### src/rtl/alu_arbiter.sv
// Round-robin arbiter sharing one combinational ALU between requesters A and B.
// Ports: clk/rst_n; A and B request (valid/ready) and response (valid/ready)
// handshakes; alu_in1/alu_in2/alu_op to the ALU, alu_out from it; busy.
module alu_arbiter #(
    parameter int WIDTH = 32,
    parameter int OP_W  = 3
) (
    input  logic             clk,
    input  logic             rst_n,
    input  logic             a_valid,
    output logic             a_ready,
    input  logic [WIDTH-1:0] a_in1,
    input  logic [WIDTH-1:0] a_in2,
    input  logic [OP_W-1:0]  a_op,
    output logic             a_rsp_valid,
    input  logic             a_rsp_ready,
    output logic [WIDTH-1:0] a_rsp_data,
    input  logic             b_valid,
    output logic             b_ready,
    input  logic [WIDTH-1:0] b_in1,
    input  logic [WIDTH-1:0] b_in2,
    input  logic [OP_W-1:0]  b_op,
    output logic             b_rsp_valid,
    input  logic             b_rsp_ready,
    output logic [WIDTH-1:0] b_rsp_data,
    output logic [WIDTH-1:0] alu_in1,
    output logic [WIDTH-1:0] alu_in2,
    output logic [OP_W-1:0]  alu_op,
    input  logic [WIDTH-1:0] alu_out,
    output logic             busy
);

    typedef enum logic [1:0] {
        IDLE = 2'd0,
        EXEC = 2'd1,
        RESP = 2'd2
    } state_t;

    state_t           state;
    state_t           state_nx;
    logic             last_b;
    logic             owner_b;
    logic [WIDTH-1:0] result;
    logic [WIDTH-1:0] a_hold;
    logic [WIDTH-1:0] b_hold;
    logic             grant_a;
    logic             grant_b;
    logic             accept;
    logic             rsp_fire;

    // On a tie the requester that was not served last wins.
    always_comb begin
        grant_a = a_valid & (~b_valid | last_b);
        grant_b = b_valid & (~a_valid | ~last_b);
    end

    assign a_ready  = (state == IDLE) & grant_a;
    assign b_ready  = (state == IDLE) & grant_b;
    assign accept   = a_ready | b_ready;
    assign rsp_fire = (state == RESP) &
                      (owner_b ? b_rsp_ready : a_rsp_ready);

    always_comb begin
        state_nx = state;
        unique case (state)
            IDLE:    if (accept) state_nx = EXEC;
            EXEC:    state_nx = RESP;
            RESP:    if (rsp_fire) state_nx = IDLE;
            default: state_nx = IDLE;
        endcase
    end

    // While responding the live result is shown; afterwards the
    // requester keeps seeing its own last result.
    always_comb begin
        a_rsp_valid = (state == RESP) & ~owner_b;
        b_rsp_valid = (state == RESP) & owner_b;
        a_rsp_data  = a_rsp_valid ? result : a_hold;
        b_rsp_data  = b_rsp_valid ? result : b_hold;
        busy        = (state != IDLE);
    end

    always_ff @(posedge clk or negedge rst_n) begin
        if (!rst_n) begin
            state   <= IDLE;
            last_b  <= 1'b1;
            owner_b <= 1'b0;
            alu_in1 <= '0;
            alu_in2 <= '0;
            alu_op  <= '0;
            result  <= '0;
            a_hold  <= '0;
            b_hold  <= '0;
        end else begin
            state <= state_nx;
            if (accept) begin
                owner_b <= b_ready;
                alu_in1 <= b_ready ? b_in1 : a_in1;
                alu_in2 <= b_ready ? b_in2 : a_in2;
                alu_op  <= b_ready ? b_op  : a_op;
            end
            if (state == EXEC) begin
                result <= alu_out;
            end
            if (rsp_fire) begin
                last_b <= owner_b;
                if (owner_b) b_hold <= result;
                else         a_hold <= result;
            end
        end
    end

endmodule
### config.mk
export PLATFORM = sky130hd
export DESIGN_NAME = alu_arbiter
export DESIGN_NICKNAME = d
export VERILOG_FILES = /design/src/rtl/alu_arbiter.sv
export SDC_FILE = /design/constraint.sdc
export NUM_CORES = 1
export LEC_CHECK = 0
export ABC_AREA = 1
export CORE_MARGIN = 2
export CORE_UTILIZATION = 62
export CTS_CLUSTER_SIZE = 24
export DETAILED_ROUTE_END_ITERATION = 7
export DONT_BUFFER_PORTS = 1
export GPL_ROUTABILITY_DRIVEN = 0
export GPL_TIMING_DRIVEN = 0
export PLACE_DENSITY = 0.88
export SYNTH_ARGS = -nofsm -noshare
export SYNTH_HDL_FRONTEND = slang
export SYNTH_SLANG_ARGS = --single-unit
### constraint.sdc
create_clock -name clk -period 1.9 [get_ports clk]
set_input_delay 0.38 -clock clk [delete_from_list [all_inputs] [get_ports clk]]
set_output_delay 0.38 -clock clk [all_outputs]
set_load 0.01 [all_outputs]
### Word-level counts from Yosys, hierarchy flattened

Index checks and enable logic that the tools add are counted.

| cells by class | value |
|---|---|
| bitwise operators | 14 |
| multiplexer cells | 9 |
| $add $sub $neg | 0 |
| reduce and logical (&&, ||, !) cells | 5 |
| shift operators | 0 |
| $lt $le $gt $ge | 0 |
| equality and inequality tests | 4 |
| multiply operators | 0 |
| div/mod/pow operators | 0 |

Operator list:

| operator | number |
|---|---|
| 2-to-1 mux 32 bit | 4 |
| AND 1 bit | 7 |
| case mux 2 bit (3 select lines) | 1 |
| AND reduction 2 bit | 3 |
| 2-to-1 mux 2 bit | 2 |
| inequality test 2 bit, second input constant | 2 |
| NOT 1 bit | 4 |
| 2-to-1 mux 3 bit | 1 |
| bitwise OR 1 bit | 3 |
| == test 2 x 1 -> 1 bit, second input constant | 1 |
| == test 2 bit, second input constant | 1 |
| logical NOT 2 bit | 1 |
| nonzero test 2 bit | 1 |
| 2-to-1 mux 1 bit | 1 |

| storage, ports and cells | value |
|---|---|
| bits in registers | 167 |
| memory bits (writable) | 0 |
| output and inout bits | 136 |
| ROM bits | 0 |
| memories kept | 0 |
| word-level logic and storage cells | 41 |
| bits in latches | 0 |
| input bits | 172 |

### Longest topological paths before layout

| depth | value |
|---|---|
| depth after elaboration | 7 |
| gate-level depth with buffers | 7 |
| depth with buffers taken out | 5 |

### Worst setup path before layout

OpenSTA, ideal clock, no wires.

| path | value |
|---|---|
| kind | flip-flop to output port |
| from | reg state[0] |
| to | out a_ready |
| cell stages (with the launch flop) | 6 |
| required time | 1520 ps |
| buffers on the path | 2 |
| arrival time | 1227 ps |
| path slack | 293 ps |
| cell sequence | dfrtp_1 nor2_4 buf_4 buf_2 nand2_1 a21oi_1 |

| on the way | value |
|---|---|
| word-level cells in the longest chain between the ends | 2 |

RTL lines:

| item | RTL line | text |
|---|---|---|
| start: declaration | 39 | `state_t state;` |
| start signal: assignment | 95 | `state <= state_nx;` |
| logical NOT 2 bit | 57 | `assign a_ready = (state == IDLE) & grant_a;` |
| AND 1 bit | 57 |  |
| end: declaration | 11 | `output logic a_ready,` |

Every way passes these cells.

### Worst setup path in the final report

| path | value |
|---|---|
| from | reg state[1] |
| to | out a_rsp_data[31] |

| on the way | value |
|---|---|
| word-level cells in the longest chain between the ends | 3 |

RTL lines:

| item | RTL line | text |
|---|---|---|
| == test 2 bit | 76 | `a_rsp_valid = (state == RESP) & ~owner_b;` |
| AND 1 bit | 76 |  |
| 2-to-1 mux 32 bit | 78 | `a_rsp_data = a_rsp_valid ? result : a_hold;` |
| end: declaration | 17 | `output logic [WIDTH-1:0] a_rsp_data,` |

Every way passes these cells.

==> impl_summary.md <==
Routing
For this block, the via count after detailed routing is 8,502. The number of iterations in the first detailed-routing pass is 8. Using the TritonRoute via totals, the vias-per-cell ratio works out to 6.47. The count of nets left with antenna violations once routing finished came out at 0. The number of design-rule violations left by the first detailed-router iteration is 1,108. In the routed design, unresolved DRC markers number 0. After detailed routing, the total wire length is 31,400 µm. Dividing the detail-routed wire length by the instance count gives 23.9 µm.

Logic synthesis
The simple logic cell fraction of the synthesized area is 26.7%. Counting every net in the synthesized netlist gives 1,266. The synthesized area divided by synthesized cell count is 7.51 µm². In the synthesized netlist the async set-or-reset flop fraction comes to 100%. The post-synthesis xor/xnor area fraction is 0%. Of the post-synthesis cell area, the part taken by muxes is 0%. By area the synthesized netlist is led by sky130_fd_sc_hd__dfrtp_1, sky130_fd_sc_hd__nand2_1, sky130_fd_sc_hd__inv_1.

After synthesis, the largest family of logic cells by area is simple AND/OR/NAND/NOR gates. The library cell occupying the most area in the post-synthesis netlist is sky130_fd_sc_hd__dfrtp_1. The most common cell in the netlist is sky130_fd_sc_hd__nand2_1. The number of flops mapped to enable cells by yosys is 0.

The number of storage elements in the synthesis netlist is 167. The unique cell type count in the Yosys netlist is 18. Ranked by instance count, the synthesized netlist is headed by sky130_fd_sc_hd__nand2_1, sky130_fd_sc_hd__inv_1, sky130_fd_sc_hd__dfrtp_1, sky130_fd_sc_hd__o21ai_1, sky130_fd_sc_hd__nand3_1.

The fraction of synthesized cell area taken by the top area cell type is 50.6%. The post-synthesis instance area is 8210 µm². The synthesized netlist devotes 10.1% of its cell area to compound gates. After Yosys synthesis, full adders, half adders and majority gates account for 0% of the synthesized area. The most used flip-flop cell after synthesis is sky130_fd_sc_hd__dfrtp_1. The count of yosys warnings during synthesis is 0. Synthesis produced 1,094 cells. The portion of the post-synthesis area used by sequential elements is 50.9%.

Placed design
After detailed placement, the design holds a cell count of 1,270. The number of port buffers is 0. The cell area after placement is 8430 µm².

Detailed placement ended at an HPWL of 16,500 µm.

Job
The max-capacitance violation count is 0.

Timing
The total negative slack for setup checks is -6430 ps. Across all setup checks in the final design, the least slack found is -146 ps. The total count of max-transition violations in the final report is 0. The portion of the clock cycle consumed by the worst path in the final layout is 108%. The final-report hold violation count is 167. Derived from the worst setup path, the maximum achievable clock frequency is 0.489 GHz. The largest clock skew in the final design is 10.8 ps.

Setup repair after global routing could not meet its margin everywhere. Final hold analysis gives a worst-case slack of -370 ps. At the pin with the least slew margin, the transition time is 679 ps. The worst slew margin relative to its limit is 54.8%. The shortest clock period the worst path allows after layout is 2050 ps. The count of final setup violators is 69.

Die
In this run the horizontal extent of the chip is 119 µm. The core region area is 13,100 µm². The area of the die is 14,200 µm².

The floorplan row count is 42. Pin placement for this block handled 308 I/O pins. The die height is 119 µm.

The initial utilization of the core area, before any placement, comes to 62.8%.

CTS
Clock-pin slew was measured on the worst setup and hold paths at 70 ps. The TritonCTS clock tree is done. CTS built an H-tree with a depth of 4. The number of clock buffers added by TritonCTS is 17. Clock tree synthesis found a total of 167 sinks. The buffer type at the clock tree root is sky130_fd_sc_hd__clkbuf_16.

Counting along the longest clock path gives a buffer depth of 2. The source-to-sink clock delay at the later pin of the worst-skew pair is 440 ps.

Power
The internal power of the cells totals 11.0 mW. The fraction of power spent switching nets is 48.3%. The share of total power dissipated in combinational logic is 48.3%.

In this run, the clock network consumes 18.0% of the power. The net switching power of the design is 10.2 mW. Dividing total power by cell area gives a power density of 2050 nW/µm². In this run, flip-flops and latches consume 33.7% of the power. The leakage component of the power is 5.41 nW.

The worst voltage drop across the vdd grid is 908 µV.

Critical path
The required time of the worst setup path is 1520 ps. The largest driver fanout on the critical path is 10. The worst setup path is launched from a flop. The critical path is of the reg -> out type. Data arrives at the worst endpoint at 1670 ps. The endpoint class of the critical path is an output port.

Layout
Counting the fill cells in the layout gives 750. The non-filler instance count after layout is 1,315. Compared with the post-synthesis result, the final layout area differs by 25.9%. The number of antenna diodes in the final layout is 0. The share of layout cells above drive strength 1 is 20.5%. The cell area after layout is 10,300 µm². The net count of the finished layout is 1,298.

GRT
The first-pass GRT wire length is 44,600 µm. The total congestion overflow is 0. The via count of the first global-routing pass is 8,111. Entering global routing, the biggest net connects 168 pins.

The number of antenna violations at the first check in global routing is 2. For this run, the total global-route usage over all layers was measured as 40.9%.

Worst hold path
The path class of the tightest hold or removal check is in -> async.

Run status
The checks that failed: negative hold slack, negative setup slack. The run finished, with violations left.
cell usage in the layout (no fill, tap or decap), drive strengths merged:
| master | n |
|---|---|
| inv | 177 |
| nand2 | 338 |
| o21ai | 132 |
| clkinvlp | 1 |
| clkbuf | 54 |
| a21oi | 33 |
| buf | 59 |
| nand3 | 70 |
| dfrtp | 166 |
| dfstp | 1 |
| nor2 | 34 |
| nand4 | 67 |
| clkinv | 4 |
| bufinv | 3 |
repair_timing:
item,4_1_cts,5_1_grt
buffers inserted,14,0
endpoints found under the setup margin,69,92
hold endpoints to repair,167,167
gates cloned,0,2
pin swaps,5,7
gates resized for setup,220,71
metal layers:
| metal | part of all wire [%] | vias to the layer above | track usage, % |
|---|---|---|---|
| met4 | 7.7 | 4 | 22.1 |
| met1 | 33 | 3945 | 47.6 |
| met3 | 12 | 247 | 13.3 |
| met5 | 0.086 | - | 0 |
| li1 | - | 3512 | - |
| met2 | 47 | 794 | 67.4 |
critical path, stage by stage (launching register included):
cell and delay (ps):
sky130_fd_sc_hd__dfrtp_1 380, sky130_fd_sc_hd__inv_2 60, sky130_fd_sc_hd__nor2_4 140, sky130_fd_sc_hd__nand2_2 90
sky130_fd_sc_hd__buf_12 160, sky130_fd_sc_hd__buf_12 160, sky130_fd_sc_hd__o21ai_4 210
cell families (layout without fill, tap and decap cells):
logic type             count (synthesis)  count (layout)
AO/OA/AOI/OAI                        165             165
buffers and inverters                253             298
flip-flops                           167             167
AND/OR/NAND/NOR                      509             509
final cells by class:
type	instances	area, µm²	area share [%]
multi-input cells	674	3920	37.9
flip-flops and latches	167	4180	40.4
well taps	176	220	2.13
inverters	176	676	6.53
plain buffers	74	542	5.24
clock inverters	9	136	1.32
clock buffers	23	508	4.91
repair buffers	16	163	1.57
power groups by stage:
stage	clock network (mW)	registers [mW]	logic (mW)
2_1_floorplan	0	6.40	5.10
3_3_place_gp	0	6.69	6.37
3_5_place_dp	0	6.73	6.64
4_1_cts	3.73	6.78	8.78
5_1_grt	3.94	7.20	10.9
6_report	3.81	7.14	10.2
worst paths after layout:
| kind | cells past startpoint | slack, ps | to | from |
|---|---|---|---|---|
| max in group asynchronous | 0 | 1990 | last_b | rst_n |
| min in group clk | 2 | 100 | result[29] | alu_out[29] |
| setup reg to reg | 7 | -130 | b_hold[14] | state[1] |
| hold reg to reg | 2 | 500 | b_hold[27] | b_hold[27] |
| hold / removal | 0 | -370 | a_hold[10] | rst_n |
| setup / recovery | 6 | -150 | a_rsp_data[31] | state[1] |
per-stage QoR:
stage | worst slack (ps) | util, % | power [mW]
floorplan | 293 | - | 11.5
global placement | -72.3 | 64.5 | 13.1
detailed placement | -97.7 | 64.5 | 13.4
CTS | -55.0 | 76.7 | 19.3
global route | -250 | 79.0 | 22.1
finish | -146 | 79.0 | 21.2
sequential cells by signal, summed over array words and instances, names as in the netlist:
name,cells
alu_in1,32
state,2
owner_b,1
result,32
alu_op,3
last_b,1
b_hold,32
alu_in2,32
a_hold,32
(Power assumes the default switching activity.)
